[config.mk]
export PLATFORM = sky130hd
export DESIGN_NAME = alu_control_mc
export DESIGN_NICKNAME = d
export VERILOG_FILES = /design/src/rtl/alu_control_mc.sv
export SDC_FILE = /design/constraint.sdc
export NUM_CORES = 1
export LEC_CHECK = 0
export ABC_AREA = 1
export BUFFER_PORTS_ARGS = -buffer_cell sky130_fd_sc_hd__buf_4
export CAP_MARGIN = 10
export CELL_PAD_IN_SITES_DETAIL_PLACEMENT = 0
export CELL_PAD_IN_SITES_GLOBAL_PLACEMENT = 1
export CORE_MARGIN = 5
export CORE_UTILIZATION = 34
export DETAILED_ROUTE_END_ITERATION = 16
export PLACE_DENSITY = 0.81
export SLEW_MARGIN = 20
export SYNTH_ARGS = -nofsm -noshare
export SYNTH_HDL_FRONTEND = slang
export SYNTH_SLANG_ARGS = --single-unit
[constraint.sdc]
create_clock -name clk -period 1.75 [get_ports clk]
set_clock_uncertainty 0.2 [all_clocks]
set_input_delay 0.2625 -clock clk [delete_from_list [all_inputs] [get_ports clk]]
set_output_delay 0.2625 -clock clk [all_outputs]
set_load 0.01 [all_outputs]
[src/rtl/alu_control_mc.sv]
// Registered ALU control decode for the RISC_KGP datapath, with a busy/stall FSM
// that holds issue for fixed-latency multiply/divide operations.
module alu_control_mc #(
  parameter int                FUNC_W   = 5,
  parameter int                CTRL_W   = 4,
  parameter logic [CTRL_W-1:0] MUL_CODE = 4'b1110,
  parameter logic [CTRL_W-1:0] DIV_CODE = 4'b1111,
  parameter int                MUL_LAT  = 4,
  parameter int                DIV_LAT  = 16,
  parameter int                CNT_W    = 5
) (
  input  logic              clk,
  input  logic              rst,
  input  logic              in_valid,
  output logic              in_ready,
  input  logic [1:0]        alu_op,
  input  logic [FUNC_W-1:0] func_code,
  input  logic              flush,
  output logic [CTRL_W-1:0] alu_ctrl,
  output logic              out_valid,
  output logic              mc_busy,
  output logic              stall
);

  typedef enum logic {
    IDLE   = 1'b0,
    MC_RUN = 1'b1
  } state_t;

  localparam logic [CNT_W-1:0] MUL_CNT = CNT_W'(MUL_LAT - 1);
  localparam logic [CNT_W-1:0] DIV_CNT = CNT_W'(DIV_LAT - 1);
  localparam logic [CNT_W-1:0] CNT_ONE = CNT_W'(1);

  generate
    if (FUNC_W < CTRL_W) begin : g_bad_func_w
      $error("alu_control_mc: FUNC_W must be >= CTRL_W");
    end
    if (MUL_LAT < 2 || DIV_LAT < 2) begin : g_bad_lat
      $error("alu_control_mc: MUL_LAT and DIV_LAT must be >= 2");
    end
    if ((MUL_LAT - 1) >= (1 << CNT_W) || (DIV_LAT - 1) >= (1 << CNT_W)) begin : g_bad_cnt_w
      $error("alu_control_mc: CNT_W too narrow for the configured latencies");
    end
  endgenerate

  state_t            state_q, state_d;
  logic [CNT_W-1:0]  cnt_q, cnt_d;
  logic [CTRL_W-1:0] ctrl_q, ctrl_d;
  logic              ovld_q, ovld_d;
  logic              accept;
  logic              unused_func_bits;

  // Single-cycle classes; class 3 never reaches this decode.
  function automatic logic [CTRL_W-1:0] decode_single(input logic [1:0]        op,
                                                      input logic [FUNC_W-1:0] fc);
    logic [CTRL_W-1:0] res;
    case (op)
      2'd1:    res = fc[CTRL_W-1:0];
      2'd2:    res = CTRL_W'(1);
      default: res = '0;
    endcase
    return res;
  endfunction

  assign in_ready  = (state_q == IDLE);
  assign accept    = in_valid & in_ready & ~flush;
  assign mc_busy   = (state_q == MC_RUN);
  assign stall     = mc_busy;
  assign alu_ctrl  = ctrl_q;
  assign out_valid = ovld_q;

  assign unused_func_bits = ^func_code;

  always_comb begin
    state_d = state_q;
    cnt_d   = cnt_q;
    ctrl_d  = ctrl_q;
    ovld_d  = 1'b0;
    case (state_q)
      IDLE: begin
        if (accept) begin
          if (alu_op == 2'd3) begin
            state_d = MC_RUN;
            if (func_code[0]) begin
              ctrl_d = DIV_CODE;
              cnt_d  = DIV_CNT;
            end else begin
              ctrl_d = MUL_CODE;
              cnt_d  = MUL_CNT;
            end
          end else begin
            ctrl_d = decode_single(alu_op, func_code);
            ovld_d = 1'b1;
          end
        end
      end
      MC_RUN: begin
        // Flush beats completion, including on the final count.
        if (flush) begin
          state_d = IDLE;
          cnt_d   = '0;
          ctrl_d  = '0;
        end else if (cnt_q == CNT_ONE) begin
          state_d = IDLE;
          cnt_d   = '0;
          ovld_d  = 1'b1;
        end else begin
          cnt_d = cnt_q - CNT_ONE;
        end
      end
      default: begin
        state_d = IDLE;
        cnt_d   = '0;
      end
    endcase
  end

  always_ff @(posedge clk or negedge rst) begin
    if (!rst) begin
      state_q <= IDLE;
      cnt_q   <= '0;
      ctrl_q  <= '0;
      ovld_q  <= 1'b0;
    end else begin
      state_q <= state_d;
      cnt_q   <= cnt_d;
      ctrl_q  <= ctrl_d;
      ovld_q  <= ovld_d;
    end
  end

endmodule

# After elaboration in Yosys (flattened, before gate mapping)
# Cells that the tools add are included.
# word_totals
regBits	11
latchBits	0
ramBits	0
rom_bits	0
input_bits	11
output_inout_bits	8
elab_cells	40
mem_count	0
# op_classes
add_sub_neg	1
mul	0
div_mod_pow	0
n_lt_le_gt_ge	0
n_eq_ne	7
shifts	0
n_mux	22
n_bitwise	4
reduce_logical	2
# ops
operator	count
2-to-1 mux 5 bit	4
2-to-1 mux 4 bit	4
case mux 4 bit (2 select lines)	2
case mux 5 bit (2 select lines)	1
2-to-1 mux 1 bit	9
== test 5 x 1 -> 1 bit (second input constant)	1
subtractor 5 x 1 -> 5 bit (second input constant)	1
== test 2 bit (second input constant)	2
inequality test 2 x 1 -> 1 bit (second input constant)	2
case mux 1 bit (2 select lines)	2
AND reduction 2 bit	2
bitwise AND 1 bit	2
== test 2 x 1 -> 1 bit (second input constant)	1
inequality test 2 bit (second input constant)	1
NOT 1 bit	2

# Logic depth before layout (Yosys ltp)
# Gate-level depths: netlist (run 1).
# logic_depth
word_depth	5
ltp_mapped	7
depth_no_buf	7

# Least setup slack after synthesis (run 1)
# OpenSTA, ideal clock, no wires.
# synth_timing
path_type	register to register
startpoint	reg state_q (netlist: mc_busy)
endpoint	reg cnt_q[2]
setup_ns	0.125
t_arrival_ns	0.943
required_ns	1.425
slack_ns	0.482
stages_incl_launch_ff	7
n_path_buf	0
synth_period_minus_slack_ns	1.268
cell_sequence	dfrtp_1 > inv_2 > nand2_1 > nand2_2 > clkinv_1 > nor2_1 > a21oi_1
# synth_between
elab_chain_cells	5
word_cells_on_any_way	7
cone_classes	2 x eq/ne; 1 x mux; 3 x bitwise; 1 x reduce/logical
# synth_rtl
element	line	text
start, declared	46	state_t state_q, state_d;
start signal, assigned	125	state_q <= state_d;
NOT 1 bit (*)	--	
net in_ready	15	output logic in_ready,
bitwise AND 1 bit (2 in series)	66	assign accept = in_valid & in_ready & ~flush;
inequality test 2 x 1 -> 1 bit (no source line)	--	
AND reduction 2 bit (no source line)	--	
end signal, assigned	126	cnt_q <= cnt_d;
end, declared	47	logic [CNT_W-1:0] cnt_q, cnt_d;
# The timed path passes the listed nets; every way through them passes the cells marked *.
# A chain may end at the register's enable or synchronous reset.

# Final worst setup path (run 1)
# layout_timing
startpoint	reg state_q (netlist: mc_busy)
endpoint	out in_ready
# layout_between
elab_chain_cells	1
# layout_rtl
element	line
NOT 1 bit	--
end, declared	15
# No other way between the ends.

==> results of run 1 <==
==> worst max-delay path: cells and delay by family, from the launching register on <==
kind / cells / cell delay (ps)
buffers and inverters: 2 / 270
DFF: 1 / 430
==> power breakdown <==
group	internal, µW	switching, µW	leakage [µW]
Sequential	304	37.9	0.000136
Clock	88.0	81.7	0.0000150
Combinational	106	130	0.000268
==> per-layer routing <==
layer	part of all wire, %	GRT usage [%]	wire [µm]	vias to the layer above
met4	0	2.55	0	0
met5	0	0	0	-
met3	5.9	3.13	76	0
met1	43	11.7	553	239
li1	-	-	-	290
met2	51	19.9	659	11
==> logic make-up (layout without fill, tap and decap cells) <==
logic type,Yosys count,count (layout)
DFF,11,11
buffers and inverters,17,38
and+or+nand+nor,30,30
AOI/OAI and AO/OA,18,18
adders and majority gates,2,2
xor gates and xnor gates,1,1
==> sequential cells by signal (all words and copies together), names as in the netlist <==
signal / cells
alu_ctrl: 4
cnt_q: 5
mc_busy: 1
out_valid: 1
==> metrics by stage <==
step,instances,setup WS [ps],instance area (µm²)
final,125,325,795
after global routing,125,241,795
after CTS,125,310,795
after detailed placement,120,360,758
after global placement,120,389,758
after floorplan,79,482,607
==> worst paths after layout <==
| check | from | endpoint | slack, ps | depth (start not counted) |
|---|---|---|---|---|
| setup / recovery | mc_busy$_DFF_PN0_ | in_ready | 320 | 2 |
| hold / removal | func_code[3] | alu_ctrl[3]$_DFFE_PN0P_ | 30 | 3 |
| setup reg to reg | cnt_q[1]$_DFFE_PN0P_ | cnt_q[4]$_DFFE_PN0P_ | 350 | 7 |
| hold reg to reg | alu_ctrl[0]$_DFFE_PN0P_ | alu_ctrl[0]$_DFFE_PN0P_ | 340 | 2 |
| max in group asynchronous | rst | cnt_q[3]$_DFFE_PN0P_ | 1040 | 2 |
| min in group asynchronous | rst | alu_ctrl[0]$_DFFE_PN0P_ | 160 | 2 |
==> cells in the final DEF, fill, tap and decap left out, drive strengths merged <==
master       netlist  routed
nand2             14      14
dfrtp             11      11
dlygate4sd3        0       1
nor2              12      12
nand4              1       1
o21ai              9       9
o22ai              2       2
nand3b             2       2
inv               15      15
a21oi              6       6
o21bai             1       1
buf                1      17
clkinv             1       1
nand3              1       1
clkbuf             0       4
xor2               1       1
ha                 2       2
==> cell type report <==
class	count	area (µm²)	area share (%)
Tap cell	25	31.3	3.94
Clock buffer	4	26.3	3.31
Sequential cell	11	275	34.6
Inverter	16	60.1	7.56
Multi-Input combinational cell	51	264	33.2
Timing Repair Buffer	18	138	17.3
==> metrics.md, run 1 <==
| Metric | Value |
|---|---|
| Post-synth EDFFs | 0 |
| Die ar. | ~2700 µm² |
| Slew headroom | about four fifths |
| Post-CTS Hold Fix Bufs | 1 |
| Final Cycle Share | around four fifths |
| Final Util | between 40% and 50% |
| Initial DRC count | 5 |
| Status | finished clean |
| DRT antenna net count | 0 |
| Slew Limit Fails | 0 |
| Leak | roughly 0.00042 µW |
| Top-count cell post-synth | nand2_1 |
| N_diodes | 0 |
| Multiplexer share of the synthesized area | 0% |
| CTS clock-pin slew for the worst setup and hold paths | approximately 70 ps |
| CP required | about 1300 ps |
| Clock sink count | 11 |
| F_max | 0.702 GHz |
| TritonCTS clock tree | done |
| RSZ-0062 raised after global routing | false |
| I/O pin count | 19 |
| H-Tree Depth | 1 |
| Post-synth top flop | dfrtp_1 |
| Synthesized flop and latch total | 11 |
| Post-synth ARST share | between 90% and 100% |
| CP Capture Type | primary output |
| Post-CTS Resized | 0 |
| Vias per cell | around 4.3 |
| Largest net degree at the start of global routing | 12 |
| Fraction of layout cells with a size suffix above 1 | 26.0% |
| Mapped Cells | slightly below 80 |
| Initial antenna violation count | 0 |
| Syn Area/Cell | just under 8 µm² |
| Largest family of logic cells by synthesized area | simple AND/OR/NAND/NOR gates |
| First-pass GRT wire length | about 2.2 mm |
| MaxCap Viol Count | 0 |
| Cell taking the most area after synthesis | dfrtp_1 |
| Post-CTS setup buffers | 0 |
| Critical Path Max Stage Delay | around 430 ps |
| Synth Area in Simple Gates | a little over a fifth |
| # rows | 15 |
| Total Negative Setup Slacks | 0 ps |
| Crit-path slowest cell | dfrtp_1 |
| Die width | ~52 µm |
| Maximum clock path buffer count | 2 |
| Initial Utilization | a little over a third |
| Synthesized Nets | around 90 |
| Synth cell count leaders | nand2_1 (13), inv_1 (12), nor2_1 (12) |
| Kind of critical path | flip-flop to primary output |
| Hold WC Path Type | input port to flip-flop |
| Worst-margin pin slew | 300 ps |
| Max FO, Critical Path | 7 |
| Design Power | between 700 and 800 µW |
| Synthesis Warnings | 0 |
| Final Hold Vio Count | 0 |
| Drt first pass iters | 4 |
| Layout net count | roughly 110 |
| Avg WL per Cell | between 10 and 15 µm |
| Fill cells | 180 |
| Critical path arrival | 960 ps |
| CP startpoint kind | flip-flop |
| Sequential share of the synthesized area | roughly 45% |
| Total number of vias | 540 |
| Xor/xnor share of the synthesized area | between 1 and 1.5% |
| Area grow syn2layout | 30.9% |
| Top cell type's share of synthesized area | 45.4% |
| DP HPWL | approximately 1.0 mm |
| Synth Area in Compound Gates | between 10% and 20% |
| Mapped Area | roughly 610 µm² |
| Peak VDD IR | between 0.0004 and 0.0005 V |
| CP Cell Sequence | inv_2 -> buf_4 |
| Final Critical Period | 1430 ps |
| Setup-failing EPs final | 0 |
| Core Footprint | ~1700 µm² |
| CTS Buf Count | 3 |
| DIE HEIGHT | 52.2 µm |
| Adder-Cell Fraction of Synth Area | 4.12% |
| Total congestion overflow | 0 |
| Vias in the first global route | between 500 and 600 |
| Clk Latency, worst-skew pair | roughly 260 ps |
| DR DRC count | 0 |
| Port Buffers | 17 |
| WHS | about 29 ps |
| PD cells | 940 nW/µm² |
| Overall routed net length | roughly 1.3 mm |
| Distinct cells, synth | 18 |
| Final GP Congestion | roughly 0.75 |
| Total Routing Usage GR | 10.7% |
| Main area contributors after synthesis | dfrtp_1 (45%), nand2_1 (8.0%), inv_1 (7.4%) |
| Clock Root Buffer | clkbuf_4 |
Power figures use the tool's default switching activity.
==> inputs of run 2 (changes only) <==
==> constraint.sdc (replaced) <==
create_clock -name clk -period 1.5 [get_ports clk]
set_clock_uncertainty 0.2 [all_clocks]
set_input_delay 0.225 -clock clk [delete_from_list [all_inputs] [get_ports clk]]
set_output_delay 0.225 -clock clk [all_outputs]
set_load 0.01 [all_outputs]
==> run 2 against run 1 <==
Effect of this change:
- via count grew 3.3%
- global-route usage increased by 1.3 points
- core utilization is 2.2 points higher
- register-to-register slack got worse by 200 ps
- first-iteration DRC count increased by 60%
- largest cell class unchanged
- wire length increased by 5.0%
- flip-flop and latch count unchanged
- critical path depth did not move
==> metrics.md, run 2 (synthesis gave the netlist of run 1 again) <==
| Metric | Value |
|---|---|
| Status | finished clean (unchanged) |
| CP startpoint kind | flip-flop (unchanged) |
| Clock sink count | 11 (unchanged) |
| Max FFs per register | 5 (unchanged) |
| Worst Path Buf+Inv | 2 (unchanged) |
| First-pass GRT wire length | 2.39 mm (was 2.21 mm) |
| TritonCTS clock tree | done (unchanged) |
| Worst r2r path cells | 6 (was 7) |
| DRT antenna net count | 0 (unchanged) |
| CTS Buf Count | 3 (unchanged) |
| CP top delay family | flip-flops (unchanged) |
| PD cells | 1070 nW/µm² (was 940 nW/µm²) |
| Largest net degree at the start of global routing | 12 (unchanged) |
| Final Hold Vio Count | 0 (unchanged) |
| Post-CTS setup buffers | 0 (unchanged) |
| Initial antenna violation count | 0 (unchanged) |
| I/O pin count | 19 (unchanged) |
| Peak VDD IR | 0.000482 V (was 0.000478 V) |
| Clock Root Buffer | clkbuf_4 (unchanged) |
| CP Cell Sequence | inv_2 -> buf_4 (unchanged) |
| Drt first pass iters | 4 (unchanged) |
| Design Power | 892 µW (was 747 µW) |
| RSZ-0062 raised after global routing | false (unchanged) |
| Kind of critical path | flip-flop to primary output (unchanged) |
| Critical path arrival | 970 ps (was 960 ps) |
| Biggest register | cnt_q (unchanged) |
| WHS Endpoint | alu_ctrl[2]$_DFFE_PN0P_ (was alu_ctrl[3]$_DFFE_PN0P_) |
| # rows | 15 (unchanged) |
| Reg2Reg Capture Point | cnt_q[2]$_DFFE_PN0P_ (was cnt_q[4]$_DFFE_PN0P_) |
| CTS clock-pin slew for the worst setup and hold paths | 70 ps (about the same) |
| H-Tree Depth | 1 (unchanged) |
| Hold WC Path Type | input port to flip-flop (unchanged) |
| CP Capture Type | primary output (unchanged) |
| Port Buffers | 17 (unchanged) |
| DIE HEIGHT | 52.2 µm (unchanged) |
| Post-CTS Resized | 0 (unchanged) |
| Hold path cells | 3 (unchanged) |
| Setup-failing EPs final | 0 (unchanged) |
| Min-delay src | alu_op[1] (was func_code[3]) |
| DP HPWL | 1.06 mm (was 1.04 mm) |
| N_diodes | 0 (unchanged) |
| Die width | 52.2 µm (unchanged) |
| Total number of vias | 558 (was 540) |
| Total Negative Setup Slacks | 0 ps (unchanged) |
| Avg WL per Cell | 10.5 µm (was 10.3 µm) |
| R2r setup slk | 150 ps (was 350 ps) |
| DR DRC count | 0 (unchanged) |
| Final Cycle Share | 92.9% |
| Fraction of layout cells with a size suffix above 1 | 26.0% (about the same) |
| Vias in the first global route | 574 (was 551) |
| F_max | roughly 0.7 GHz |
| Worst-margin pin slew | 274 ps (was 300 ps) |
| Commonest cells after routing, fill and taps aside | buf_4 (18), nand2_1 (13), inv_1 (12), nor2_1 (12), dfrtp_1 (11) (was buf_4 (17), nand2_1 (13), inv_1 (12), nor2_1 (12), dfrtp_1 (11)) |
| Reg2reg start | cnt_q[1]$_DFFE_PN0P_ (unchanged) |
| Fin worst setup slack | 106 ps (was 325 ps) |
| Vias per cell | 4.33 (was 4.32) |
| Final GP Congestion | 0.730 (was 0.752) |
| Max FO, Critical Path | 7 (unchanged) |
| Critical Path Max Stage Delay | 430 ps (about the same) |
| Clk Latency, worst-skew pair | 260 ps (about the same) |
| CP required | 1070 ps (was 1290 ps) |
| Total congestion overflow | 0 (unchanged) |
| Pre-CTS worst setup slack | 161 ps (was 360 ps) |
| Area grow syn2layout | 37.1% (was 30.9%) |
| Final Critical Period | 1390 ps |
| Commonest non-fill, non-tap cell in the layout | buf_4 (unchanged) |
| Crit-path slowest cell | dfrtp_1 (unchanged) |
| Initial DRC count | 8 (was 5) |
| Maximum clock path buffer count | 2 (unchanged) |
| Slew Limit Fails | 0 (unchanged) |
| Initial Utilization | 35.5% (unchanged) |
| Layout net count | 118 (was 114) |
| Core Footprint | 1710 µm² (unchanged) |
| Overall routed net length | 1.35 mm (was 1.29 mm) |
| Slew headroom | 81.6% (was 79.9%) |
| MaxCap Viol Count | 0 (unchanged) |
| Total Routing Usage GR | 11.9% (was 10.7%) |
| Fill cells | 182 (was 180) |
| Die ar. | 2730 µm² (unchanged) |
| Leak | 0.000436 µW (was 0.000419 µW) |
## run 2: cell count changes in the layout (fill, tap and decap cells not counted)
cell,delta
buf_4,+1
dlygate4sd3_1,+3
## run 2: how the worst max path moves through the flow
stage / depth (start not counted) / end / slack, ps / startpoint
detailed placement: 6 / cnt_q[2]$_DFFE_PN0P_ / 160 / cnt_q[1]$_DFFE_PN0P_
floorplan: 6 / cnt_q[2]$_DFFE_PN0P_ / 230 / mc_busy$_DFF_PN0_
global placement: 7 / cnt_q[4]$_DFFE_PN0P_ / 170 / cnt_q[1]$_DFFE_PN0P_
CTS: 2 / in_ready / 80 / mc_busy$_DFF_PN0_
finish: 2 / in_ready / 110 / mc_busy$_DFF_PN0_
global route: 5 / alu_ctrl[3]$_DFFE_PN0P_ / 20 / mc_busy$_DFF_PN0_
## run 2: per-stage QoR
| stage | utilization (%) | area, µm² | hold WS, ps | cells |
|---|---|---|---|---|
| final | 48.7 | 832 | 34.3 | 129 |
| after floorplan | - | 607 | -271 | 79 |
| after global placement | 44.8 | 766 | -130 | 121 |
| after global routing | 48.7 | 832 | 56.0 | 129 |
| after detailed placement | 44.8 | 766 | -128 | 121 |
| after CTS | 48.7 | 832 | 34.9 | 129 |
## run 2: power breakdown
part / total [µW] / leakage, µW / internal (µW) / switching, µW
Clock: 199 / 0.0000150 / 103 / 95.8
Combinational: 295 / 0.000285 / 139 / 156
Sequential: 398 / 0.000136 / 355 / 43.6
## run 2: cell type report
type / instances / area [µm²] / share of cell area [%]
repair buffers: 22 / 175 / 21.1
well taps: 25 / 31.3 / 3.76
inverters: 16 / 60.1 / 7.22
flip-flops and latches: 11 / 275 / 33.1
clock buffers: 4 / 26.3 / 3.16
multi-input cells: 51 / 264 / 31.7
## run 2: worst reg2reg max path, stage by stage (launching register included)
cell,delay [ps]
dfrtp_1,380
inv_1,100
ha_1,210
nor2_1,50
nor2_1,110
nand3b_1,90
a21oi_1,140
## run 2: repair_timing
item,4_1_cts,5_1_grt
hold buffers,4,0
hold endpoints to repair,14,0
setup endpoints to repair,0,0
## run 2: per-layer routing
metal | vias up | share of wire [%] | GRT usage [%]
met5 | - | 0 | 0
met4 | 0 | 0 | 3.83
met3 | 0 | 4.7 | 2.85
met2 | 11 | 51 | 20.7
met1 | 247 | 45 | 14.3
li1 | 300 | - | -
